<file path="src/rtl/menu_pkg.sv">
`default_nettype none
// +----------------------------------------------------------------------+
// | menu_pkg : shared types and defaults for the home-screen menu        |
// | Rev 1.0  : initial release                                           |
// +----------------------------------------------------------------------+
package menu_pkg;

  typedef enum logic {
    ST_HOME = 1'b0,
    ST_PAGE = 1'b1
  } state_t;

  localparam int IDX_W          = 2;
  localparam int DEF_N_ITEMS    = 4;
  localparam int DEF_DB_CYCLES  = 500000;
  localparam int DEF_DB_W       = 20;

  // Bit positions of the press vector built in menu_ctrl
  localparam int BTN_UP   = 0;
  localparam int BTN_DOWN = 1;
  localparam int BTN_OK   = 2;
  localparam int BTN_BACK = 3;

endpackage
`default_nettype wire

</file>
<file path="src/rtl/menu_ctrl_btn_debounce.sv">
`default_nettype none
// +----------------------------------------------------------------------+
// | btn_debounce : 2-flop sync, hold-time debounce, one-shot press pulse |
// | Rev 1.0      : initial release                                       |
// +----------------------------------------------------------------------+
module btn_debounce #(
  parameter int DB_CYCLES = 500000,
  parameter int DB_W      = 20
) (
  input  logic clk,
  input  logic rst,
  input  logic i_btn,
  output logic o_press
);

  localparam logic [DB_W-1:0] c_CNT_LAST = DB_W'(DB_CYCLES - 1);

  logic            r_sync1;
  logic            r_sync2;
  logic [DB_W-1:0] r_cnt;
  logic            r_level;
  logic            r_level_d;
  logic            r_press;

  always_ff @(posedge clk) begin
    if (rst) begin
      r_sync1   <= 1'b0;
      r_sync2   <= 1'b0;
      r_cnt     <= '0;
      r_level   <= 1'b0;
      r_level_d <= 1'b0;
      r_press   <= 1'b0;
    end else begin
      r_sync1   <= i_btn;
      r_sync2   <= r_sync1;
      r_level_d <= r_level;
      r_press   <= r_level & ~r_level_d;
      // New level must persist DB_CYCLES consecutive cycles to be accepted
      if (r_sync2 != r_level) begin
        if (r_cnt == c_CNT_LAST) begin
          r_level <= r_sync2;
          r_cnt   <= '0;
        end else begin
          r_cnt <= r_cnt + 1'b1;
        end
      end else begin
        r_cnt <= '0;
      end
    end
  end

  assign o_press = r_press;

endmodule
`default_nettype wire

</file>
<file path="src/rtl/menu_ctrl.sv">
`default_nettype none
// +----------------------------------------------------------------------+
// | menu_ctrl : button-driven menu cursor/page FSM, committed at vsync   |
// | Rev 1.0   : initial release                                          |
// +----------------------------------------------------------------------+
module menu_ctrl
  import menu_pkg::*;
#(
  parameter int N_ITEMS   = DEF_N_ITEMS,
  parameter int DB_CYCLES = DEF_DB_CYCLES,
  parameter int DB_W      = DEF_DB_W
) (
  input  logic             clk,
  input  logic             rst,
  input  logic             btn_up,
  input  logic             btn_down,
  input  logic             btn_ok,
  input  logic             btn_back,
  input  logic             vs,
  output logic [IDX_W-1:0] sel_idx,
  output logic             page_active,
  output logic [IDX_W-1:0] page_id,
  output logic             frame_tick
);

  localparam logic [IDX_W-1:0] c_LAST_IDX = IDX_W'(N_ITEMS - 1);

  logic [3:0]       w_raw;
  logic [3:0]       w_press;

  state_t           r_state;
  state_t           w_state_nx;
  logic [IDX_W-1:0] r_pend_sel;
  logic [IDX_W-1:0] w_pend_sel_nx;
  logic [IDX_W-1:0] r_pend_page;
  logic [IDX_W-1:0] w_pend_page_nx;
  logic             r_vs_d;
  logic             w_vs_rise;

  logic [IDX_W-1:0] r_sel_idx;
  logic             r_page_active;
  logic [IDX_W-1:0] r_page_id;
  logic             r_frame_tick;

  assign w_raw = {btn_back, btn_ok, btn_down, btn_up};

  for (genvar gi = 0; gi < 4; gi++) begin : g_btn
    btn_debounce #(
      .DB_CYCLES (DB_CYCLES),
      .DB_W      (DB_W)
    ) u_db (
      .clk     (clk),
      .rst     (rst),
      .i_btn   (w_raw[gi]),
      .o_press (w_press[gi])
    );
  end

  assign w_vs_rise = vs & ~r_vs_d;

  always_comb begin
    w_state_nx     = r_state;
    w_pend_sel_nx  = r_pend_sel;
    w_pend_page_nx = r_pend_page;
    case (r_state)
      ST_HOME: begin
        // back outranks everything but has no effect on the home menu
        if (w_press[BTN_BACK]) begin
          w_state_nx = ST_HOME;
        end else if (w_press[BTN_OK]) begin
          w_state_nx     = ST_PAGE;
          w_pend_page_nx = r_pend_sel;
        end else if (w_press[BTN_UP] && !w_press[BTN_DOWN]) begin
          w_pend_sel_nx = (r_pend_sel == '0) ? c_LAST_IDX : r_pend_sel - 1'b1;
        end else if (w_press[BTN_DOWN] && !w_press[BTN_UP]) begin
          w_pend_sel_nx = (r_pend_sel == c_LAST_IDX) ? '0 : r_pend_sel + 1'b1;
        end
      end
      ST_PAGE: begin
        if (w_press[BTN_BACK]) begin
          w_state_nx = ST_HOME;
        end
      end
      default: w_state_nx = ST_HOME;
    endcase
  end

  always_ff @(posedge clk) begin
    if (rst) begin
      r_state       <= ST_HOME;
      r_pend_sel    <= '0;
      r_pend_page   <= '0;
      r_vs_d        <= 1'b0;
      r_sel_idx     <= '0;
      r_page_active <= 1'b0;
      r_page_id     <= '0;
      r_frame_tick  <= 1'b0;
    end else begin
      r_state      <= w_state_nx;
      r_pend_sel   <= w_pend_sel_nx;
      r_pend_page  <= w_pend_page_nx;
      r_vs_d       <= vs;
      r_frame_tick <= w_vs_rise;
      // Commit takes the post-action pending values so a same-cycle press is included
      if (w_vs_rise) begin
        r_sel_idx     <= w_pend_sel_nx;
        r_page_active <= (w_state_nx == ST_PAGE);
        r_page_id     <= w_pend_page_nx;
      end
    end
  end

  assign sel_idx     = r_sel_idx;
  assign page_active = r_page_active;
  assign page_id     = r_page_id;
  assign frame_tick  = r_frame_tick;

endmodule
`default_nettype wire

</file>
<file path="config.mk">
export PLATFORM = sky130hd
export DESIGN_NAME = menu_ctrl
export DESIGN_NICKNAME = d
export VERILOG_FILES = /design/src/rtl/menu_pkg.sv /design/src/rtl/menu_ctrl_btn_debounce.sv /design/src/rtl/menu_ctrl.sv
export SDC_FILE = /design/constraint.sdc
export NUM_CORES = 1
export LEC_CHECK = 0
export BUFFER_PORTS_ARGS = -buffer_cell sky130_fd_sc_hd__buf_2
export CORE_UTILIZATION = 42
export DETAILED_ROUTE_END_ITERATION = 12
export SLEW_MARGIN = 15
export SYNTH_ARGS = -nofsm -noshare
export SYNTH_HDL_FRONTEND = slang
export SYNTH_SLANG_ARGS = --single-unit
</file>
<file path="constraint.sdc">
create_clock -name clk -period 2.4 [get_ports clk]
set_input_delay 0.36 -clock clk [delete_from_list [all_inputs] [get_ports clk]]
set_output_delay 0.36 -clock clk [all_outputs]
set_load 0.03 [all_outputs]
</file>
==> report_table.html, run 1 <==
<table>
<tr><th>Metric</th><th>Value</th></tr>
<tr><th colspan="2">Status</th></tr>
<tr><td>Outcome</td><td>finished clean</td></tr>
<tr><th colspan="2">Clock tree</th></tr>
<tr><td>Post-CTS sizing</td><td>0</td></tr>
<tr><td>Post-CTS setup buffer count</td><td>0</td></tr>
<tr><td>Maximum clock insertion buffer count</td><td>2</td></tr>
<tr><td>Clock transition at the registers of the reported paths</td><td>about 0.070 ns</td></tr>
<tr><td>CTS Buf Count</td><td>9</td></tr>
<tr><td>Root buffer cell</td><td>clkbuf_16</td></tr>
<tr><td>Number of buffers added to fix hold violations after cts</td><td>0</td></tr>
<tr><td>Maximum level of the CTS H-tree</td><td>3</td></tr>
<tr><td>Clock latency reported for the late side of the worst-skew pair</td><td>around 0.34 ns</td></tr>
<tr><td>TritonCTS clock tree</td><td>built</td></tr>
<tr><td>Clock sink count</td><td>around 110</td></tr>
<tr><th colspan="2">Synthesis</th></tr>
<tr><td>Synth Register Bits</td><td>112</td></tr>
<tr><td>Number of cells produced by synthesis</td><td>530</td></tr>
<tr><td>Mux contribution to synthesized area</td><td>0.00633</td></tr>
<tr><td>Number of enable-type register cells in the synthesized netlist</td><td>0</td></tr>
<tr><td>Area fraction in compound gates after synthesis</td><td>0.0913</td></tr>
<tr><td>Proportion of register bits with asynchronous set or reset after synthesis</td><td>0</td></tr>
<tr><td>Post-Synth XOR/XNOR Area</td><td>0.0924</td></tr>
<tr><td>Main area contributors after synthesis</td><td>dfxtp_1 47%, nor2_1 5.8%, xor2_1 5.5%, xnor2_1 3.7%, a21oi_1 3.2%</td></tr>
<tr><td>Summed instance area of the synthesized netlist</td><td>between 4000 and 5000 sq um</td></tr>
<tr><td>Avg Cell Area, Syn</td><td>between 8 and 9 sq um</td></tr>
<tr><td>Count of different cell masters after synthesis</td><td>45</td></tr>
<tr><td>Nets in the synthesized netlist</td><td>between 500 and 600</td></tr>
<tr><td>Proportion of synthesized chip area in sequential cells</td><td>0.473</td></tr>
<tr><td>Synth Flop Type</td><td>dfxtp_1</td></tr>
<tr><td>Combinational family with the most area after synthesis</td><td>simple AND/OR/NAND/NOR gates</td></tr>
<tr><td>Fraction of synthesized cell area taken by the top area cell type</td><td>0.473</td></tr>
<tr><td>Simple-gate share of the synthesized area</td><td>0.292</td></tr>
<tr><td>Adder-cell share of the synthesized area</td><td>0.0158</td></tr>
<tr><td>Total of warnings raised by yosys</td><td>0</td></tr>
<tr><td>Area leader, netlist</td><td>dfxtp_1</td></tr>
<tr><th colspan="2">Timing</th></tr>
<tr><td>Number of failing setup endpoints in the final timing report</td><td>0</td></tr>
<tr><td>Unrepaired setup endpoints after global routing</td><td>no</td></tr>
<tr><td>PnR worst setup slack</td><td>roughly 0.30 ns</td></tr>
<tr><td>Worst slew pin tran</td><td>roughly 0.55 ns</td></tr>
<tr><td>Time the final worst path needs with I/O delays and setup</td><td>2.10 ns</td></tr>
<tr><td>Setup_tns</td><td>0 ns</td></tr>
<tr><td>Highest Clock Rate</td><td>approximately 480 MHz</td></tr>
<tr><td>Tcrit/Tclk final</td><td>0.874</td></tr>
<tr><td>Maximum clock skew at final layout</td><td>approximately 0.0066 ns</td></tr>
<tr><td>Final hold vios</td><td>0</td></tr>
<tr><td>Final Max Tran Viols</td><td>0</td></tr>
<tr><td>Worst slack on hold paths</td><td>around 0.23 ns</td></tr>
<tr><td>Slew Limit Headroom</td><td>0.631</td></tr>
<tr><th colspan="2">Worst setup path</th></tr>
<tr><td>Capture instance of the worst register-to-register path</td><td>g_btn[0].u_db.r_cnt[3]</td></tr>
<tr><td>Required time at the endpoint of the critical path</td><td>about 2.6 ns</td></tr>
<tr><td>Critical Path AT</td><td>between 2 and 2.5 ns</td></tr>
<tr><td>Delay of the slowest cell on the worst path</td><td>0.69 ns</td></tr>
<tr><td>FF-to-FF Start</td><td>g_btn[0].u_db.r_cnt[10]</td></tr>
<tr><td>Nature of the critical path endpoint</td><td>flip-flop</td></tr>
<tr><td>Kind of start point of the critical path</td><td>flip-flop</td></tr>
<tr><td>Family with the most delay on the worst path</td><td>simple AND/OR/NAND/NOR gates</td></tr>
<tr><td>CP Buf/Inv Count</td><td>0</td></tr>
<tr><td>Sequence of cells on the critical path</td><td>or4b_2 &gt; or3_1 &gt; o21bai_4 &gt; nor2_1</td></tr>
<tr><td>Peak fanout along the critical path</td><td>18</td></tr>
<tr><td>Setup slack, reg-to-reg</td><td>between 0.3 and 0.4 ns</td></tr>
<tr><td>Highest-delay cell along the critical path</td><td>or4b_2</td></tr>
<tr><td>Crit path kind</td><td>flip-flop to flip-flop</td></tr>
<tr><td>Worst R2R Path Depth</td><td>4</td></tr>
<tr><th colspan="2">Placement</th></tr>
<tr><td>Post-place instance area</td><td>4940 sq um</td></tr>
<tr><td>Half-perimeter wire length after detailed placement</td><td>~5700 microns</td></tr>
<tr><td>Final GP Congestion</td><td>0.750</td></tr>
<tr><td>Count of port buffers added during placement</td><td>12</td></tr>
<tr><td>Worst slack after detailed placement</td><td>0.301 ns</td></tr>
<tr><th colspan="2">Power</th></tr>
<tr><td>Largest voltage drop on the vdd net</td><td>between 400 and 500 uV</td></tr>
<tr><td>Leakage component of the power</td><td>around 1.7 nW</td></tr>
<tr><td>Power per standard cell area</td><td>664 nW/um^2</td></tr>
<tr><th colspan="2">Job</th></tr>
<tr><td># Max-Cap Violations</td><td>0</td></tr>
<tr><th colspan="2">Cells and area</th></tr>
<tr><td>Layout net count</td><td>~560</td></tr>
<tr><td>Area Growth Syn to Fin</td><td>10.9%</td></tr>
<tr><td>Share of layout cells above drive strength 1</td><td>0.0821</td></tr>
<tr><td>ANT cells</td><td>0</td></tr>
<tr><td>Post-route cell area</td><td>around 5300 sq um</td></tr>
<tr><th colspan="2">Worst hold path</th></tr>
<tr><td>Worst Hold Path Cells</td><td>2</td></tr>
<tr><td>Hold path startpoint</td><td>btn_down</td></tr>
<tr><td>Class of the tightest hold or removal check</td><td>input pin to flip-flop</td></tr>
<tr><td>Hold EP</td><td>g_btn[1].u_db.r_sync1</td></tr>
<tr><th colspan="2">GRT</th></tr>
<tr><td>Pin count of the biggest net entering global routing</td><td>34</td></tr>
<tr><td>Via count of the first global-routing pass</td><td>3,445</td></tr>
<tr><td>Global-route wire length before repair</td><td>14,800 microns</td></tr>
<tr><td>Antenna violations before repair</td><td>0</td></tr>
<tr><td>Total global routing track utilization</td><td>0.157</td></tr>
<tr><td>Total gr overflow</td><td>0</td></tr>
<tr><th colspan="2">Route</th></tr>
<tr><td>Wire per inst</td><td>12.1 microns</td></tr>
<tr><td>Count of vias placed by the detailed router</td><td>around 3,600</td></tr>
<tr><td>Post-route DRC</td><td>0</td></tr>
<tr><td>Mean number of vias per cell</td><td>5.23</td></tr>
<tr><td>Antenna-violating nets left</td><td>0</td></tr>
<tr><td>Violation count after the first detailed-routing iteration</td><td>137</td></tr>
<tr><td>1st-pass router iterations</td><td>5</td></tr>
<tr><td>Total detailed-routing wirelength</td><td>approximately 8300 microns</td></tr>
<tr><th colspan="2">Floorplan</th></tr>
<tr><td>Std cell rows</td><td>38</td></tr>
<tr><td>Initial standard-cell utilization of the core</td><td>0.434</td></tr>
<tr><td>I/O Pins</td><td>13</td></tr>
<tr><td>Die Ht</td><td>roughly 110 microns</td></tr>
<tr><td>Chip width</td><td>108 microns</td></tr>
<tr><td>Core Region</td><td>between 10,000 and 15,000 sq um</td></tr>
<tr><td>DIE AREA</td><td>11,700 sq um</td></tr>
</table>
-- cell type report --
class                           instances  area [sq um]
Fill cell                            1057          5680
Clock buffer                            9           225
Timing Repair Buffer                   17          97.6
Sequential cell                       112          2240
Multi-Input combinational cell        385          2360
Inverter                               18          67.6
Clock inverter                          7          88.8
Tap cell                              140           175
-- synth_stat cells (7+ instances only) --
library cell,instances
dfxtp_1,112
nor2_1,73
a21oi_1,30
xor2_1,30
nand3_1,28
nand2_1,26
xnor2_1,20
nand4_1,19
inv_1,18
or4_1,18
nor2b_1,17
o21ai_0,15
o31ai_1,14
or3_1,14
nor3_1,11
clkbuf_1,10
and3_1,7
nand2b_1,7
nor4_1,7
-- metrics by stage --
| step | util | power (mW) | instances |
|---|---|---|---|
| 3_5_place_dp | 0.452 | 2.01 | 672 |
| 2_1_floorplan | - | 1.98 | 530 |
| 3_3_place_gp | 0.452 | 2.00 | 672 |
| 4_1_cts | 0.481 | 3.55 | 688 |
| 5_1_grt | 0.481 | 3.62 | 688 |
| 6_report | 0.481 | 3.49 | 688 |
-- flip-flops by register name, indices dropped and copies added (netlist names), 2 cells and up --
| name | flops |
|---|---|
| g_btn.u_db.r_cnt | 80 |
| g_btn.u_db.r_sync1 | 4 |
| g_btn.u_db.r_level_d | 4 |
| g_btn.u_db.r_level | 4 |
| g_btn.u_db.o_press | 4 |
| r_pend_page | 2 |
| r_pend_sel | 2 |
| page_id | 2 |
| g_btn.u_db.r_sync2 | 4 |
| sel_idx | 2 |
-- kinds of logic (layout without fill, tap and decap cells) --
family,Yosys count,count (layout)
DFF,112,112
and+or+nand+nor,255,255
buffers and inverters,33,51
adders and majority gates,6,6
muxes,3,3
AOI/OAI and AO/OA,71,71
xor gates and xnor gates,50,50
-- power by group --
part	switching, mW	total (mW)	internal [mW]
registers	0.00927	1.88	1.87
logic	0.0494	0.0779	0.0285
clock network	0.699	1.53	0.833
-- worst max path at each step --
stage	cells past startpoint	startpoint	endpoint	slack, ns
final	4	g_btn[0].u_db.r_cnt[10]	g_btn[0].u_db.r_cnt[3]	0.30
after global routing	5	g_btn[2].u_db.r_cnt[0]	g_btn[2].u_db.r_cnt[18]	0.19
after CTS	4	g_btn[0].u_db.r_cnt[10]	g_btn[0].u_db.r_cnt[3]	0.29
after detailed placement	4	g_btn[0].u_db.r_cnt[10]	g_btn[0].u_db.r_cnt[3]	0.30
after global placement	4	g_btn[0].u_db.r_cnt[10]	g_btn[0].u_db.r_cnt[11]	0.37
after floorplan	6	g_btn[2].u_db.r_cnt[0]	g_btn[2].u_db.r_cnt[10]	0.46
-- cell usage in the layout (no fill, tap or decap), drive strengths merged, types with 3 or more instances in the layout --
master / n
nor3: 11
or4: 18
nor4b: 3
xor2: 30
a211oi: 3
or3: 15
nand2: 26
ha: 6
o21ai: 17
clkinv: 3
clkbuf: 9
or4b: 4
o31ai: 14
and4: 6
a21oi: 30
dfxtp: 112
mux2i: 3
and2: 4
nor4: 7
buf: 17
nand2b: 7
nor2b: 17
nand4: 21
nor2: 73
and3: 7
inv: 21
xnor2: 20
nand3: 29
-- layer usage --
layer | GRT usage | vias up | share of wire
li1 | - | 1899 | -
met1 | 0.190 | 1646 | 0.48
met2 | 0.266 | 43 | 0.47
met3 | 0.0410 | 13 | 0.031
met4 | 0.0616 | 0 | 0.019
met5 | 0 | - | 0
(Power assumes the default switching activity.)
==> run 2, diff against run 1 <==
Settings changed: ABC_AREA set to 1, PLACE_DENSITY set to 0.61.
==> report_table.html, run 2 <==
<table>
<tr><th>Metric</th><th>Value</th></tr>
<tr><th colspan="2">Floorplan</th></tr>
<tr><td>Initial standard-cell utilization of the core</td><td>0.438 (+0.00428)</td></tr>
<tr><td>Core Region</td><td>12,200 sq um (+12%)</td></tr>
<tr><td>DIE AREA</td><td>13,200 sq um (+13%)</td></tr>
<tr><td>Std cell rows</td><td>40 (+5.3%)</td></tr>
<tr><td>Chip width</td><td>115 microns (+6.1%)</td></tr>
<tr><td>I/O Pins</td><td>13 (unchanged)</td></tr>
<tr><td>Die Ht</td><td>115 microns (+6.1%)</td></tr>
<tr><th colspan="2">Synthesis</th></tr>
<tr><td>Main area contributors after synthesis</td><td>dfxtp_1 42%, nand2_1 13%, nor2_1 13%, inv_1 6.5%, nand3_1 5.3%</td></tr>
<tr><td>Proportion of synthesized chip area in sequential cells</td><td>0.419 (-0.0536)</td></tr>
<tr><td>Number of enable-type register cells in the synthesized netlist</td><td>0 (unchanged)</td></tr>
<tr><td>Area leader, netlist</td><td>dfxtp_1</td></tr>
<tr><td>Most repeated cell in the gate-level netlist after synthesis</td><td>nand2_1</td></tr>
<tr><td>Nets in the synthesized netlist</td><td>809 (+49%)</td></tr>
<tr><td>Avg Cell Area, Syn</td><td>6.72 sq um (-25%)</td></tr>
<tr><td>Fraction of synthesized cell area taken by the top area cell type</td><td>0.419 (-0.0536)</td></tr>
<tr><td>Summed instance area of the synthesized netlist</td><td>5350 sq um (+13%)</td></tr>
<tr><td>Commonest cells in the netlist</td><td>191 x nand2_1, 186 x nor2_1, 112 x dfxtp_1</td></tr>
<tr><td>Proportion of register bits with asynchronous set or reset after synthesis</td><td>0 (unchanged)</td></tr>
<tr><td>Total of warnings raised by yosys</td><td>0 (unchanged)</td></tr>
<tr><td>Synth Register Bits</td><td>112 (unchanged)</td></tr>
<tr><td>Count of different cell masters after synthesis</td><td>28 (-38%)</td></tr>
<tr><td>Number of cells produced by synthesis</td><td>796 (+50%)</td></tr>
<tr><td>Synth Flop Type</td><td>dfxtp_1</td></tr>
<tr><th colspan="2">Cells and area</th></tr>
<tr><td>Share of layout cells above drive strength 1</td><td>0.0514 (-0.0307)</td></tr>
<tr><td>Post-layout instance count excluding filler cells</td><td>985 (+43%)</td></tr>
<tr><td>Leading cell types in the layout, fill and taps excluded</td><td>191 x nand2_1, 186 x nor2_1, 112 x dfxtp_1, 93 x inv_1, 57 x nand3_1</td></tr>
<tr><td>Number of fill cells</td><td>1,281 (+21%)</td></tr>
<tr><td>ANT cells</td><td>0 (unchanged)</td></tr>
<tr><td>Multi-input gate area</td><td>2680 sq um (+14%)</td></tr>
<tr><td>Area Growth Syn to Fin</td><td>9.69%</td></tr>
<tr><td>Total area of sequential cells</td><td>2240 sq um (unchanged)</td></tr>
<tr><td>Layout net count</td><td>825 (+48%)</td></tr>
<tr><td>Register ranked first by flip-flop count</td><td>g_btn.u_db.r_cnt</td></tr>
<tr><td>Most common cell after layout, fill and taps aside</td><td>nand2_1</td></tr>
<tr><td>Flip-flop count of the largest register, all copies and words added</td><td>80 (unchanged)</td></tr>
<tr><td>Final core utilization</td><td>0.480 (-0.000667)</td></tr>
<tr><th colspan="2">Timing</th></tr>
<tr><td>Tcrit/Tclk final</td><td>0.727 (-0.147)</td></tr>
<tr><td>Slew Limit Headroom</td><td>0.576 (-0.0550)</td></tr>
<tr><td>Maximum clock skew at final layout</td><td>0.00692 ns (+0.000344 ns)</td></tr>
<tr><td>Time the final worst path needs with I/O delays and setup</td><td>1.74 ns (-0.352 ns)</td></tr>
<tr><td>Number of failing setup endpoints in the final timing report</td><td>0 (unchanged)</td></tr>
<tr><td>Final hold vios</td><td>0 (unchanged)</td></tr>
<tr><td>Unrepaired setup endpoints after global routing</td><td>no</td></tr>
<tr><td>Worst slack on hold paths</td><td>0.213 ns (-0.0209 ns)</td></tr>
<tr><td>Final Max Tran Viols</td><td>0 (unchanged)</td></tr>
<tr><td>Highest Clock Rate</td><td>573 MHz (+20%)</td></tr>
<tr><td>Worst slew pin tran</td><td>0.634 ns (+0.0801 ns)</td></tr>
<tr><td>Setup_tns</td><td>0 ns (unchanged)</td></tr>
<tr><th colspan="2">Worst hold path</th></tr>
<tr><td>Hold path startpoint</td><td>btn_down</td></tr>
<tr><td>Worst Hold Path Cells</td><td>3 (+1)</td></tr>
<tr><td>Class of the tightest hold or removal check</td><td>input pin to flip-flop</td></tr>
<tr><td>Hold EP</td><td>g_btn[1].u_db.r_sync1</td></tr>
<tr><th colspan="2">Power</th></tr>
<tr><td>Power per standard cell area</td><td>593 nW/um^2 (-11%)</td></tr>
<tr><td>Largest voltage drop on the vdd net</td><td>458 uV (-5.8%)</td></tr>
<tr><td>Switching Power</td><td>0.716 mW (-5.5%)</td></tr>
<tr><td>Internal power</td><td>2.76 mW (+0.93%)</td></tr>
<tr><td>Leakage component of the power</td><td>1.99 nW (+18%)</td></tr>
<tr><td>Sequential share of power</td><td>0.541 (+0.002)</td></tr>
<tr><td>Comb pwr share</td><td>0.022 (about the same)</td></tr>
<tr><td>Share of total power consumed by net switching</td><td>0.206 (-0.0109)</td></tr>
<tr><td>Fraction of power consumed by the clock network</td><td>0.437 (-0.002)</td></tr>
<tr><th colspan="2">Worst setup path</th></tr>
<tr><td>Critical path startpoint</td><td>g_btn[0].u_db.r_cnt[0]</td></tr>
<tr><td>Nature of the critical path endpoint</td><td>flip-flop</td></tr>
<tr><td>Required time at the endpoint of the critical path</td><td>2.65 ns (+0.04 ns)</td></tr>
<tr><td>Peak fanout along the critical path</td><td>14 (-4)</td></tr>
<tr><td>Delay of the slowest cell on the worst path</td><td>0.41 ns (-0.28 ns)</td></tr>
<tr><td>Crit path kind</td><td>flip-flop to flip-flop</td></tr>
<tr><td>Sequence of cells on the critical path</td><td>ha_1 &gt; nand3_1 &gt; nor2_1 &gt; nand3_1 &gt; nand2_1 &gt; buf_4 &gt; nor2_1</td></tr>
<tr><td>Kind of start point of the critical path</td><td>flip-flop</td></tr>
<tr><td>FF-to-FF Start</td><td>g_btn[0].u_db.r_cnt[0]</td></tr>
<tr><td>Capture instance of the worst register-to-register path</td><td>g_btn[0].u_db.r_cnt[18]</td></tr>
<tr><td>Highest-delay cell along the critical path</td><td>dfxtp_1</td></tr>
<tr><td>Family with the most delay on the worst path</td><td>simple AND/OR/NAND/NOR gates</td></tr>
<tr><td>Worst R2R Path Depth</td><td>7 (+3)</td></tr>
<tr><td>Setup slack, reg-to-reg</td><td>0.66 ns (+0.35 ns)</td></tr>
<tr><td>Critical Path AT</td><td>1.99 ns (-0.32 ns)</td></tr>
<tr><td>CP Buf/Inv Count</td><td>1 (+1)</td></tr>
<tr><th colspan="2">Clock tree</th></tr>
<tr><td>Clock latency reported for the late side of the worst-skew pair</td><td>0.35 ns (about the same)</td></tr>
<tr><td>CTS Buf Count</td><td>9 (unchanged)</td></tr>
<tr><td>Maximum level of the CTS H-tree</td><td>3 (unchanged)</td></tr>
<tr><td>Clock transition at the registers of the reported paths</td><td>0.07 ns (about the same)</td></tr>
<tr><td>Maximum clock insertion buffer count</td><td>2 (unchanged)</td></tr>
<tr><td>Root buffer cell</td><td>clkbuf_16</td></tr>
<tr><td>Post-CTS setup buffer count</td><td>0 (unchanged)</td></tr>
<tr><td>TritonCTS clock tree</td><td>built</td></tr>
<tr><td>Number of buffers added to fix hold violations after cts</td><td>0 (unchanged)</td></tr>
<tr><td>Clock sink count</td><td>112 (unchanged)</td></tr>
<tr><td>Post-CTS sizing</td><td>0 (unchanged)</td></tr>
<tr><th colspan="2">Status</th></tr>
<tr><td>Outcome</td><td>finished clean</td></tr>
<tr><th colspan="2">Placement</th></tr>
<tr><td>Final GP Congestion</td><td>0.877 (+17%)</td></tr>
<tr><td>Half-perimeter wire length after detailed placement</td><td>8120 microns (+41%)</td></tr>
<tr><td>Count of port buffers added during placement</td><td>12 (unchanged)</td></tr>
<tr><td>Placed cell count</td><td>969 (+44%)</td></tr>
<tr><th colspan="2">GRT</th></tr>
<tr><td>Total gr overflow</td><td>0 (unchanged)</td></tr>
<tr><td>Global-route wire length before repair</td><td>18,900 microns (+27%)</td></tr>
<tr><td>Antenna violations before repair</td><td>0 (unchanged)</td></tr>
<tr><td>Pin count of the biggest net entering global routing</td><td>26 (-24%)</td></tr>
<tr><td>Via count of the first global-routing pass</td><td>4,526 (+31%)</td></tr>
<tr><td>Total global routing track utilization</td><td>0.180 (+0.0228)</td></tr>
<tr><th colspan="2">Route</th></tr>
<tr><td>Sum of met2 wire segment lengths after detailed routing</td><td>5250 microns (+34%)</td></tr>
<tr><td>Met1 WL</td><td>5010 microns (+25%)</td></tr>
<tr><td>Total detailed-routing wirelength</td><td>10,800 microns (+30%)</td></tr>
<tr><td>Antenna-violating nets left</td><td>0 (unchanged)</td></tr>
<tr><td>Uppermost layer routed</td><td>met4</td></tr>
<tr><td>1st-pass router iterations</td><td>5 (unchanged)</td></tr>
<tr><td>Routed length on met3</td><td>401 microns (+58%)</td></tr>
<tr><td>Post-route DRC</td><td>0 (unchanged)</td></tr>
<tr><td>Count of vias placed by the detailed router</td><td>4,735 (+31%)</td></tr>
<tr><td>Mean number of vias per cell</td><td>4.81 (-8.2%)</td></tr>
<tr><td>Violation count after the first detailed-routing iteration</td><td>291 (+110%)</td></tr>
<tr><td>Wire per inst</td><td>11.0 microns (-9.2%)</td></tr>
<tr><th colspan="2">Job</th></tr>
<tr><td># Max-Cap Violations</td><td>0 (unchanged)</td></tr>
</table>
-- run 2: changes by cell type in the layout (fill, tap and decap cells not counted), moves of 17 or more --
cell	delta
nand2_1	+165
nor2_1	+113
inv_1	+75
nand3_1	+29
or4_1	-18
nor2b_1	-17
-- run 2: how the worst max path moves through the flow --
stage / to / slack, ns / cells after the start
floorplan: g_btn[3].u_db.r_cnt[0] / 0.98 / 7
finish: g_btn[0].u_db.r_cnt[18] / 0.66 / 7
detailed placement: g_btn[0].u_db.r_cnt[18] / 0.67 / 7
global placement: g_btn[0].u_db.r_cnt[18] / 0.72 / 7
global route: g_btn[0].u_db.r_cnt[13] / 0.47 / 7
CTS: g_btn[0].u_db.r_cnt[10] / 0.66 / 7
-- run 2: layer usage --
layer	GRT usage	up-vias
met5	0	-
met3	0.0469	15
met4	0.0693	0
met2	0.322	72
met1	0.205	2119
li1	-	2529
-- run 2: logic make-up after synthesis --
kind of cell	synth area share
xor gates and xnor gates	0.0442
AOI/OAI and AO/OA	0.0707
buffers and inverters	0.0786
DFF	0.419
and+or+nand+nor	0.373
adders and majority gates	0.0140
-- run 2: tightest hold or removal path, cell delays in order --
cell and delay, ns:
buf_2 0.09, inv_1 0.04, nor2_1 0.03
-- run 2: power groups by stage --
| stage | clock network [mW] | logic [mW] | registers [mW] |
|---|---|---|---|
| after floorplan | 0 | 0.0468 | 1.93 |
| after detailed placement | 0 | 0.0786 | 1.92 |
| final | 1.52 | 0.0770 | 1.88 |
| after CTS | 1.58 | 0.0793 | 1.88 |
| after global routing | 1.65 | 0.0881 | 1.88 |
| after global placement | 0 | 0.0768 | 1.92 |
-- run 2: cell type report --
| cell class | instances | area share |
|---|---|---|
| multi-input cells | 581 | 0.458 |
| clock buffers | 13 | 0.0444 |
| clock inverters | 3 | 0.00683 |
| repair buffers | 14 | 0.0128 |
| flip-flops and latches | 112 | 0.382 |
| inverters | 94 | 0.0602 |
| well taps | 168 | 0.0358 |
-- run 2: metrics by stage --
stage	setup slack, ns	power, mW	cell area [sq um]
global placement	0.722	2.00	5560
detailed placement	0.669	2.00	5560
finish	0.656	3.48	5860
floorplan	0.981	1.98	5350
CTS	0.658	3.54	5860
global route	0.466	3.62	5860
